--- src/rtl/itrx_aib_phy_tx_lane_redn.sv ---
// AIB TX lane front end: registers NLANE logical lanes onto NLANE+1 physical lanes,
// steers around one failed lane onto the spare, and generates PRBS7 / clock patterns.
module itrx_aib_phy_tx_lane_redn #(
  parameter  int NLANE  = 20,
  parameter  int QUIET  = 8,
  localparam int LANE_W = $clog2(NLANE + 1)
) (
  input  logic              ilaunch_clk,
  input  logic              tx_irstb,
  input  logic              iddr_enable,
  input  logic [NLANE-1:0]  idat0,
  input  logic [NLANE-1:0]  idat1,
  input  logic [1:0]        pat_mode,
  input  logic              redn_req,
  input  logic              redn_en,
  input  logic [LANE_W-1:0] redn_lane,
  output logic [NLANE:0]    odat0,
  output logic [NLANE:0]    odat1,
  output logic [NLANE:0]    otxen,
  output logic [NLANE:0]    oredn_engage,
  output logic              redn_busy,
  output logic              redn_ack,
  output logic              redn_err
);

  localparam logic [7:0] CNT_INIT   = 8'(QUIET - 1);
  localparam logic [6:0] PRBS_SEED  = 7'h7F;

  typedef enum logic [1:0] {
    S_IDLE   = 2'd0,
    S_DRAIN  = 2'd1,
    S_SWITCH = 2'd2,
    S_SETTLE = 2'd3
  } state_t;

  state_t              state_q, state_d;
  logic [7:0]          cnt_q, cnt_d;
  logic                req_en_q, req_en_d;
  logic [LANE_W-1:0]   req_lane_q, req_lane_d;
  logic                map_en_q, map_en_d;
  logic [LANE_W-1:0]   map_lane_q, map_lane_d;
  logic                ack_q, ack_d;
  logic                err_q, err_d;
  logic [6:0]          prbs_q, prbs_d;
  logic [1:0]          pat_q, pat_d;
  logic                clk_tgl_q, clk_tgl_d;
  logic [NLANE:0]      odat0_q, odat0_d;
  logic [NLANE:0]      odat1_q, odat1_d;
  logic [NLANE:0]      otxen_q, otxen_d;
  logic [NLANE:0]      eng_q, eng_d;

  logic [6:0]          prbs_cur, prbs_s1;
  logic                bit0, bit1, clk_bit;
  logic [NLANE-1:0]    log0, log1;
  logic [NLANE:0]      ext0, ext1, sh0, sh1;

  // x^7 + x^6 + 1, output taken from bit 6
  function automatic logic [6:0] prbs_step(input logic [6:0] s);
    return {s[5:0], s[6] ^ s[5]};
  endfunction

  always_comb begin : fsm_comb
    state_d    = state_q;
    cnt_d      = cnt_q;
    req_en_d   = req_en_q;
    req_lane_d = req_lane_q;
    map_en_d   = map_en_q;
    map_lane_d = map_lane_q;
    ack_d      = 1'b0;
    err_d      = 1'b0;
    case (state_q)
      S_IDLE: begin
        if (redn_req) begin
          if (redn_en && (redn_lane >= LANE_W'(NLANE))) begin
            ack_d = 1'b1;
            err_d = 1'b1;
          end else begin
            req_en_d   = redn_en;
            req_lane_d = redn_lane;
            cnt_d      = CNT_INIT;
            state_d    = S_DRAIN;
          end
        end
      end
      S_DRAIN: begin
        if (cnt_q == 8'd0) state_d = S_SWITCH;
        else               cnt_d   = cnt_q - 8'd1;
      end
      S_SWITCH: begin
        map_en_d   = req_en_q;
        map_lane_d = req_lane_q;
        cnt_d      = CNT_INIT;
        state_d    = S_SETTLE;
      end
      S_SETTLE: begin
        if (cnt_q == 8'd0) begin
          state_d = S_IDLE;
          ack_d   = 1'b1;
        end else begin
          cnt_d = cnt_q - 8'd1;
        end
      end
      default: state_d = S_IDLE;
    endcase
  end

  always_comb begin : dp_comb
    pat_d    = pat_mode;
    prbs_cur = ((pat_mode == 2'b01) && (pat_q != 2'b01)) ? PRBS_SEED : prbs_q;
    prbs_s1  = prbs_step(prbs_cur);
    bit0     = prbs_cur[6];
    bit1     = iddr_enable ? prbs_s1[6] : prbs_cur[6];
    prbs_d   = prbs_q;
    if (pat_mode == 2'b01) prbs_d = iddr_enable ? prbs_step(prbs_s1) : prbs_s1;

    // clk_tgl_q holds the last SDR clock-pattern bit; cleared so each run starts at 1
    clk_bit   = ~clk_tgl_q;
    clk_tgl_d = 1'b0;
    if ((pat_mode == 2'b10) && !iddr_enable) clk_tgl_d = clk_bit;

    log0 = '0;
    log1 = '0;
    case (pat_mode)
      2'b00: begin
        log0 = idat0;
        log1 = iddr_enable ? idat1 : idat0;
      end
      2'b01: begin
        for (int i = 0; i < NLANE; i++) begin
          log0[i] = bit0 ^ i[0];
          log1[i] = bit1 ^ i[0];
        end
      end
      2'b10: begin
        if (iddr_enable) begin
          log0 = '1;
          log1 = '0;
        end else begin
          log0 = {NLANE{clk_bit}};
          log1 = {NLANE{clk_bit}};
        end
      end
      default: ;
    endcase
    if (state_q != S_IDLE) begin
      log0 = '0;
      log1 = '0;
    end

    ext0 = {1'b0, log0};
    ext1 = {1'b0, log1};
    sh0  = {log0, 1'b0};
    sh1  = {log1, 1'b0};

    // Steering uses the next map so the new map is visible on the cycle after SWITCH
    odat0_d = '0;
    odat1_d = '0;
    otxen_d = '0;
    eng_d   = '0;
    for (int p = 0; p <= NLANE; p++) begin
      if (!map_en_d) begin
        odat0_d[p] = ext0[p];
        odat1_d[p] = ext1[p];
        otxen_d[p] = (p < NLANE);
        eng_d[p]   = 1'b0;
      end else if (p < int'(map_lane_d)) begin
        odat0_d[p] = ext0[p];
        odat1_d[p] = ext1[p];
        otxen_d[p] = 1'b1;
        eng_d[p]   = 1'b0;
      end else if (p == int'(map_lane_d)) begin
        odat0_d[p] = 1'b0;
        odat1_d[p] = 1'b0;
        otxen_d[p] = 1'b0;
        eng_d[p]   = 1'b1;
      end else begin
        odat0_d[p] = sh0[p];
        odat1_d[p] = sh1[p];
        otxen_d[p] = 1'b1;
        eng_d[p]   = 1'b1;
      end
    end
  end

  always_ff @(posedge ilaunch_clk) begin
    if (!tx_irstb) begin
      state_q    <= S_IDLE;
      cnt_q      <= '0;
      req_en_q   <= 1'b0;
      req_lane_q <= '0;
      map_en_q   <= 1'b0;
      map_lane_q <= '0;
      ack_q      <= 1'b0;
      err_q      <= 1'b0;
      prbs_q     <= PRBS_SEED;
      pat_q      <= 2'b00;
      clk_tgl_q  <= 1'b0;
      odat0_q    <= '0;
      odat1_q    <= '0;
      otxen_q    <= '0;
      eng_q      <= '0;
    end else begin
      state_q    <= state_d;
      cnt_q      <= cnt_d;
      req_en_q   <= req_en_d;
      req_lane_q <= req_lane_d;
      map_en_q   <= map_en_d;
      map_lane_q <= map_lane_d;
      ack_q      <= ack_d;
      err_q      <= err_d;
      prbs_q     <= prbs_d;
      pat_q      <= pat_d;
      clk_tgl_q  <= clk_tgl_d;
      odat0_q    <= odat0_d;
      odat1_q    <= odat1_d;
      otxen_q    <= otxen_d;
      eng_q      <= eng_d;
    end
  end

  assign odat0        = odat0_q;
  assign odat1        = odat1_q;
  assign otxen        = otxen_q;
  assign oredn_engage = eng_q;
  assign redn_busy    = (state_q != S_IDLE);
  assign redn_ack     = ack_q;
  assign redn_err     = err_q;

endmodule

--- config.mk ---
export PLATFORM = sky130hd
export DESIGN_NAME = itrx_aib_phy_tx_lane_redn
export DESIGN_NICKNAME = d
export VERILOG_FILES = /design/src/rtl/itrx_aib_phy_tx_lane_redn.sv
export SDC_FILE = /design/constraint.sdc
export NUM_CORES = 1
export LEC_CHECK = 0
export BUFFER_PORTS_ARGS = -buffer_cell sky130_fd_sc_hd__buf_2
export CORE_UTILIZATION = 53
export DETAILED_ROUTE_END_ITERATION = 8
export HOLD_SLACK_MARGIN = 0.1
export PLACE_DENSITY = 0.86
export REMOVE_ABC_BUFFERS = 1
export SLEW_MARGIN = 20
export SYNTH_ARGS = -nofsm -noshare
export SYNTH_HDL_FRONTEND = slang
export SYNTH_SLANG_ARGS = --single-unit
--- constraint.sdc ---
create_clock -name ilaunch_clk -period 2.59 [get_ports ilaunch_clk]
set_clock_uncertainty 0.05 [all_clocks]
set_input_delay 0.518 -clock ilaunch_clk [delete_from_list [all_inputs] [get_ports ilaunch_clk]]
set_output_delay 0.518 -clock ilaunch_clk [all_outputs]
set_load 0.01 [all_outputs]
==> results of run 1 <==
[flip-flops by register name, summed over array words and instances, names as in the netlist]
register,count
cnt_q,8
odat0,21
map_lane_q,5
clk_tgl_q,1
map_en_q,1
redn_err,1
req_en_q,1
req_lane_q,5
pat_q,2
prbs_q,7
otxen,21
state_q,2
redn_ack,1
odat1,21
oredn_engage,21
[per-layer routing]
| layer | share of wire | wire [microns] | vias up | global-route usage |
|---|---|---|---|---|
| li1 | - | - | 2404 | - |
| met1 | 0.40 | 6500 | 2534 | 0.392 |
| met2 | 0.46 | 7570 | 402 | 0.504 |
| met3 | 0.089 | 1470 | 97 | 0.0780 |
| met4 | 0.055 | 909 | 2 | 0.202 |
| met5 | 0.00055 | 9 | - | 0 |
[logic make-up (layout without fill, tap and decap cells)]
logic type      Yosys count  count (layout)  share of synthesized area
fa+ha+maj                 6               6                     0.0140
xor+xnor                  7               7                     0.0115
simple gates            218             218                      0.204
compound gates          155             155                      0.213
flops                   118             118                      0.442
mux                      36              36                     0.0693
buf+inv                  50             204                     0.0459
[how the worst max path moves through the flow]
stage,end,depth (start not counted),slack [ns],start
after floorplan,odat0[2],7,0.15,state_q[0]
after global placement,odat0[17],7,0.15,state_q[0]
after detailed placement,odat1[4],8,0.03,state_q[0]
after CTS,odat1[4],8,0.009,state_q[0]
after global routing,odat0[14],8,0.02,state_q[0]
final,odat0[4],8,0.18,state_q[0]
[worst max-delay path: stages (launching register included)]
cell      delay (ns)
dfxtp_1         0.35
inv_1           0.13
ha_2            0.42
buf_4           0.26
nand2b_1        0.18
o32a_1          0.36
o211ai_2        0.21
nor2_1          0.22
o32ai_1         0.10
[power groups by stage]
stage               logic, mW  clock network, mW  registers (mW)
global placement         1.72                  0            2.26
global route             2.01               2.60            2.26
CTS                      1.82               2.52            2.23
floorplan                1.07                  0            2.31
finish                   1.88               2.52            2.24
detailed placement       1.79                  0            2.26
[area by class of cell]
| type | instances | area, sq um |
|---|---|---|
| clock buffers | 21 | 459 |
| flip-flops and latches | 118 | 2360 |
| fillers | 758 | 2980 |
| multi-input cells | 422 | 2740 |
| clock inverters | 11 | 171 |
| inverters | 15 | 56.3 |
| repair buffers | 157 | 833 |
| well taps | 133 | 166 |
[placed cells by master, fill, tap and decap left out, types with 3 or more instances in the layout]
| master | instances |
|---|---|
| nor2_1 | 95 |
| inv_1 | 15 |
| mux2i_1 | 28 |
| nor3_1 | 15 |
| clkinvlp_4 | 5 |
| o21a_1 | 9 |
| nor2b_1 | 8 |
| o21ai_2 | 3 |
| o31ai_1 | 4 |
| nand2_1 | 40 |
| a22oi_1 | 3 |
| o32a_1 | 5 |
| a21o_1 | 10 |
| o32ai_1 | 13 |
| clkbuf_16 | 16 |
| nand3_1 | 9 |
| a32o_1 | 3 |
| o21ai_1 | 5 |
| or2_2 | 4 |
| dfxtp_1 | 118 |
| o21ai_0 | 29 |
| a32oi_1 | 3 |
| bufinv_16 | 4 |
| buf_2 | 138 |
| buf_4 | 19 |
| a31oi_1 | 3 |
| ha_1 | 5 |
| o22ai_1 | 17 |
| a21oi_1 | 17 |
| clkbuf_8 | 4 |
| mux2_2 | 8 |
| nand2b_1 | 7 |
| a21oi_2 | 4 |
| and2_1 | 12 |
| o31a_1 | 4 |
| xor2_1 | 6 |
==> results.toml, run 1 <==
[run_status]
status = "completed"

[routing]
drc = 0
vias = 5439
drt_iter0_drc = 416
drt.antenna.violating_nets = 0
avgViaCountPerCell = 6.20
routedWlPerCell_microns = 18.8
drt_wl_total_mm = 16.5
dr.pass1.iters = 6

[placed_design]
placed_cell_area_sq_um = 6160
port_buffers = 138
globalplace.congestion = 0.917
place_hpwl_mm = 11.2
dp_cells = 845
pre_cts_ws_ns = 0.0336

[timing]
layout_setup_ws_ns = 0.179
fmax_mhz = 415
finalHoldViolations = 0
tightest_slew_ns = 0.623
min_period_ns = 2.41
holdWs_ns = 0.191
finalCritPeriodShare = 0.931
rsz0062_at_grt = "no"
fin_tns_setup_ns = 0
finalSetupViolations = 0
slew_headroom = 0.582
finalMaxSlewViolations = 0

[floorplanning]
coreArea_sq_um = 9770
die_w_microns = 102
rows = 36
dieArea_sq_um = 10500
die_y_microns = 102
num_io_pins = 139
start_util = 0.547

[pwr]
peakVddDrop_uv = 560
pwr_density_cell_nw_per_um2 = 977
fin_total_pwr_mw = 6.63
p_clk_frac = 0.380
p_int_mw = 4.42
p_seq_frac = 0.338
combPwrFrac = 0.283
power_switching_mw = 2.21
power.leakage_nw = 3.05
swShare = 0.333

[clock_tree]
ctsResizeCount = 0
cts_root_buf = "clkbuf_8"
cts_tree = "done"
post_cts_buffers = 0
postCtsHoldBufs = 0
insertion_delay_ns = 0.52
cts_buffers = 17
cts_buffer_depth = 2
path_clk_slew_ns = 0.06
h-tree-depth = 4
clock_sink_count = 118

[synthesis]
ys_top_cells_by_area = "dfxtp_1 (44%), nor2_1 (6.7%), mux2i_1 (5.2%)"
yosysWarnings = 0
async_reset_ff_frac = 0
ys.flop_type = "dfxtp_1"
synth.largest_area_cell = "dfxtp_1"
syn-cell-area_sq_um = 5350
synth.avg_cell_area_sq_um = 9.06
ys_types = 77
synth_top_area_frac = 0.442
synth_edf_count = 0
synth_common_cells = "dfxtp_1 (118), nor2_1 (95), nand2_1 (40)"
synth_seq_area_share = 0.442
synth_seq_cells = 118
synth.most_common_cell = "dfxtp_1"
syn-instance-count = 590

[layout]
finish.utilization = 0.695
finalNetCount = 789
instances_no_fill = 877
diodes = 0
syn_to_final_growth_pct = 27.0
drive_above_1_share = 0.302
finish.instance_area_sq_um = 6790

[setup_path]
worstSetupPathType = "flop to flop"
cp_max_fo = 21
r2r_setup_slack_ns = 0.18
r2r-start = "state_q[0]"
r2r_cells = 8
r2r_end = "odat0[4]"
arrival_ns = 2.75
critPathLaunchType = "flop"
crit_path_end_kind = "flop"
cp.required_ns = 2.93

[hold_path]
hold_depth = 3
hold_path.class = "input port to flop"
hold-path-endpoint = "req_lane_q[0]"
holdCritStartpoint = "redn_lane[0]"

[run]
cap_viol_max_count = 0

[grt]
grt.total_usage = 0.320
grt_pass1_vias = 5125
grt_max_degree = 48
grt_pass1_wl_mm = 25.4
antenna_found_initial = 1
grt_overflow = 0
(Power assumes the default switching activity.)
==> inputs of run 2 (changes only) <==
--- a/config.mk
+++ b/config.mk
@@ -6,10 +6,13 @@
 export NUM_CORES = 1
 export LEC_CHECK = 0
 export BUFFER_PORTS_ARGS = -buffer_cell sky130_fd_sc_hd__buf_2
-export CORE_UTILIZATION = 53
+export CELL_PAD_IN_SITES_DETAIL_PLACEMENT = 0
+export CELL_PAD_IN_SITES_GLOBAL_PLACEMENT = 1
+export CORE_UTILIZATION = 39
 export DETAILED_ROUTE_END_ITERATION = 8
+export GPL_TIMING_DRIVEN = 1
 export HOLD_SLACK_MARGIN = 0.1
-export PLACE_DENSITY = 0.86
+export PLACE_DENSITY = 0.85
 export REMOVE_ABC_BUFFERS = 1
 export SLEW_MARGIN = 20
 export SYNTH_ARGS = -nofsm -noshare
==> results.toml, run 2 (synthesis results as in run 1) <==
[routing]
drc = 0
drt.antenna.violating_nets = 0
dr.pass1.iters = 5
drt_iter0_drc = 375
avgViaCountPerCell = 5.49
routedWlPerCell_microns = 17.6
drt_wl_total_mm = 16.3
vias = 5098

[setup_path]
arrival_ns = 2.62
worstSetupPathType = "flop to flop"
worst_path_max_delay_cell = "dfxtp_1"
cp.required_ns = 2.84
cp_max_fo = 30
path_cells = "inv_1 > ha_1 > buf_12 > nor2b_1 > a32oi_1 > nor2_1 > o21ai_0 > o32ai_1"
crit_path_end_kind = "flop"
cpPeakStageDelay_ns = 0.38
critPathLaunchType = "flop"

[clock_tree]
ctsResizeCount = 0
path_clk_slew_ns = 0.06
cts_root_buf = "clkbuf_16"
insertion_delay_ns = 0.42
cts_tree = "done"
post_cts_buffers = 0
cts_buffers = 17
clock_sink_count = 118
cts_buffer_depth = 2
h-tree-depth = 4
postCtsHoldBufs = 0

[pwr]
power.leakage_nw = 3.10
swShare = 0.326
power_switching_mw = 2.14
p_int_mw = 4.42
peakVddDrop_uv = 438
pwr_density_cell_nw_per_um2 = 950
combPwrFrac = 0.284
p_seq_frac = 0.340
p_clk_frac = 0.376

[floorplanning]
rows = 42
coreArea_sq_um = 13300
die_w_microns = 119
start_util = 0.402
die_y_microns = 119
dieArea_sq_um = 14200
num_io_pins = 139

[run]
cap_viol_max_count = 0

[timing]
rsz0062_at_grt = "no"
finalHoldViolations = 0
tightest_slew_ns = 0.557
min_period_ns = 2.36
holdWs_ns = 0.298
finalCritPeriodShare = 0.912
slew_headroom = 0.618
finalSetupViolations = 0
finalMaxSlewViolations = 0
fmax_mhz = 423
fin_tns_setup_ns = 0

[placed_design]
port_buffers = 138
place_hpwl_mm = 12.2
dp_cells = 896
globalplace.congestion = 0.897

[layout]
drive_above_1_share = 0.310
diodes = 0
finish.utilization = 0.520
finalNetCount = 797
syn_to_final_growth_pct = 29.3
instances_no_fill = 928
num-fill-cells = 1233
layout_commonest_cell = "buf_2"
layout_common_cells = "buf_2 (138), dfxtp_1 (118), nor2_1 (95), nand2_1 (40), o21ai_0 (29)"

[run_status]
status = "completed"

[grt]
grt_max_degree = 31
antenna_found_initial = 0
grt_overflow = 0
grt.total_usage = 0.236
grt_pass1_vias = 5043
grt_pass1_wl_mm = 25.8

[hold_path]
hold_path.class = "input port to flop"
## run 2: routing by layer
layer,vias to the layer above,share of wire,global-route usage
met5,-,0,0
met3,29,0.073,0.0642
li1,2426,-,-
met1,2415,0.44,0.303
met2,228,0.47,0.375
met4,0,0.015,0.0918
## run 2: worst max-delay path, delay by kind of cell, from the launching register on
family | cells | cell delay [ns]
simple gates | 2 | 0.62
compound gates | 3 | 0.69
buf+inv | 2 | 0.27
flops | 1 | 0.38
fa+ha+maj | 1 | 0.23
## run 2: metrics by stage
stage / total power, mW / setup WS (ns) / instance area (sq um)
after detailed placement: 4.09 / 0.317 / 6280
after floorplan: 3.38 / 0.154 / 5160
after global routing: 6.86 / 0.0906 / 6910
after global placement: 4.07 / 0.301 / 6280
after CTS: 6.57 / 0.266 / 6910
final: 6.56 / 0.227 / 6910
## run 2: final timing paths
path	startpoint	depth (start not counted)	to	slack [ns]
worst max-delay path	state_q[0]	8	odat0[14]	0.23
worst min-delay path	redn_lane[1]	3	req_lane_q[1]	0.30
worst max register to register	state_q[0]	8	odat0[14]	0.23
worst min register to register	prbs_q[1]	2	prbs_q[1]	0.44
## run 2: final cells by class
cell class / count / area (sq um) / share of cell area
Multi-Input combinational cell: 422 / 2740 / 0.396
Clock buffer: 21 / 480 / 0.0695
Sequential cell: 118 / 2360 / 0.342
Inverter: 15 / 56.3 / 0.00815
Timing Repair Buffer: 165 / 906 / 0.131
Tap cell: 176 / 220 / 0.0319
Clock inverter: 11 / 146 / 0.0212
## run 2: power groups by stage
stage	logic (mW)	clock network (mW)	registers (mW)
finish	1.86	2.47	2.23
global route	2.02	2.59	2.26
CTS	1.84	2.50	2.23
detailed placement	1.83	0	2.26
global placement	1.81	0	2.26
floorplan	1.07	0	2.31
==> inputs of run 3 (changes only) <==
--- a/config.mk
+++ b/config.mk
@@ -14,6 +14,7 @@
 export HOLD_SLACK_MARGIN = 0.1
 export PLACE_DENSITY = 0.85
 export REMOVE_ABC_BUFFERS = 1
+export SETUP_SLACK_MARGIN = 0.4
 export SLEW_MARGIN = 20
 export SYNTH_ARGS = -nofsm -noshare
 export SYNTH_HDL_FRONTEND = slang
==> results.toml, run 3 (synthesis results as in run 1) <==
[run_status]
status = "completed"

[run]
cap_viol_max_count = 0

[timing]
finalCritPeriodShare = 0.805
fmax_mhz = 479
min_period_ns = 2.09
finalMaxSlewViolations = 0
tightest_slew_ns = 0.563
rsz0062_at_grt = "no"
finalHoldViolations = 0
slew_headroom = 0.614
finalSetupViolations = 0
fin_tns_setup_ns = 0

[pwr]
power.leakage_nw = 3.16
peakVddDrop_uv = 444
pwr_density_cell_nw_per_um2 = 948

[layout]
layout_commonest_cell = "buf_2"
finish.instance_area_sq_um = 7020
finalNetCount = 799
layout_common_cells = "buf_2 (138), dfxtp_1 (117), nor2_1 (95), nand2_1 (40), o21ai_0 (29)"
drive_above_1_share = 0.325
syn_to_final_growth_pct = 31.3
diodes = 0

[clock_tree]
cts_buffers = 17
cts_tree = "done"
insertion_delay_ns = 0.42
clock_sink_count = 118
postCtsHoldBufs = 0
h-tree-depth = 4
path_clk_slew_ns = 0.05
cts_buffer_depth = 2
cts_root_buf = "clkbuf_16"

[grt]
antenna_found_initial = 0
grt_pass1_vias = 5035
grt_max_degree = 31
grt_overflow = 0
grt.total_usage = 0.237
grt_pass1_wl_mm = 25.8

[hold_path]
hold_depth = 3
hold-path-endpoint = "req_lane_q[1]"
hold_path.class = "input port to flop"
holdCritStartpoint = "redn_lane[1]"

[setup_path]
crit_path_end_kind = "output pin"
worstSetupPathType = "flop to output pin"
r2r-start = "state_q[0]"
cp_max_fo = 4
r2r_cells = 8
critPathLaunchType = "flop"
r2r_end = "odat0[12]"
r2r_setup_slack_ns = 0.51
cp.required_ns = 2.02
arrival_ns = 1.52

[floorplanning]
num_io_pins = 139
dieArea_sq_um = 14200
die_y_microns = 119
die_w_microns = 119
coreArea_sq_um = 13300
start_util = 0.402
rows = 42

[routing]
drt_wl_total_mm = 16.5
drt_iter0_drc = 392
drc = 0
dr.pass1.iters = 6
avgViaCountPerCell = 5.47
drt.antenna.violating_nets = 0
routedWlPerCell_microns = 17.7
vias = 5085

[placed_design]
port_buffers = 138
place_hpwl_mm = 12.2
globalplace.congestion = 0.897
placed_cell_area_sq_um = 6280
[run 3: worst max-delay path by stage]
stage               start   endpoint  slack [ns]  cells past startpoint
2_1_floorplan  state_q[0]   odat0[2]        0.15                      7
3_3_place_gp   state_q[0]  odat0[14]        0.30                      8
3_5_place_dp   state_q[0]  odat0[14]        0.32                      8
4_1_cts        state_q[0]  odat0[14]        0.36                      8
5_1_grt        state_q[1]   odat0[6]        0.40                      8
6_report       state_q[1]  redn_busy        0.50                      4
[run 3: timing repair]
action                     in CTS  in global routing
gates cloned                    0                  1
setup endpoints to repair      13                 45
pin swaps                       2                  5
gates resized for setup         8                 10
setup buffers                   0                  1
[run 3: worst max-delay path: stages (launching register included)]
cell and delay, ns:
dfxtp_1 0.41, inv_1 0.09, ha_1 0.29, inv_2 0.16, buf_2 0.15
[run 3: layout make-up]
cell class / count / area (sq um)
Multi-Input combinational cell: 422 / 2810
Tap cell: 176 / 220
Clock inverter: 11 / 146
Inverter: 15 / 60.1
Clock buffer: 21 / 480
Timing Repair Buffer: 167 / 942
Sequential cell: 118 / 2370
Fill cell: 1231 / 6270
[run 3: power breakdown]
group	switching (mW)	internal, mW
combinational	1.15	0.795
sequential	0.175	2.06
clock	0.859	1.61
total	2.18	4.47
[run 3: stage by stage]
stage | hold slack (ns) | total power, mW | util | std cells | worst slack, ns
after floorplan | 0.401 | 3.38 | - | 555 | 0.154
after global placement | 0.427 | 4.07 | 0.473 | 896 | 0.301
after detailed placement | 0.432 | 4.09 | 0.473 | 896 | 0.317
after CTS | 0.281 | 6.59 | 0.523 | 928 | 0.359
after global routing | 0.296 | 6.95 | 0.528 | 930 | 0.402
final | 0.293 | 6.66 | 0.528 | 930 | 0.504
[run 3: routing by layer]
layer	GRT usage	vias to the layer above	routed length, microns
li1	-	2421	-
met1	0.304	2396	7140
met2	0.379	243	7730
met3	0.0632	25	1340
met4	0.0870	0	265
met5	0	-	0
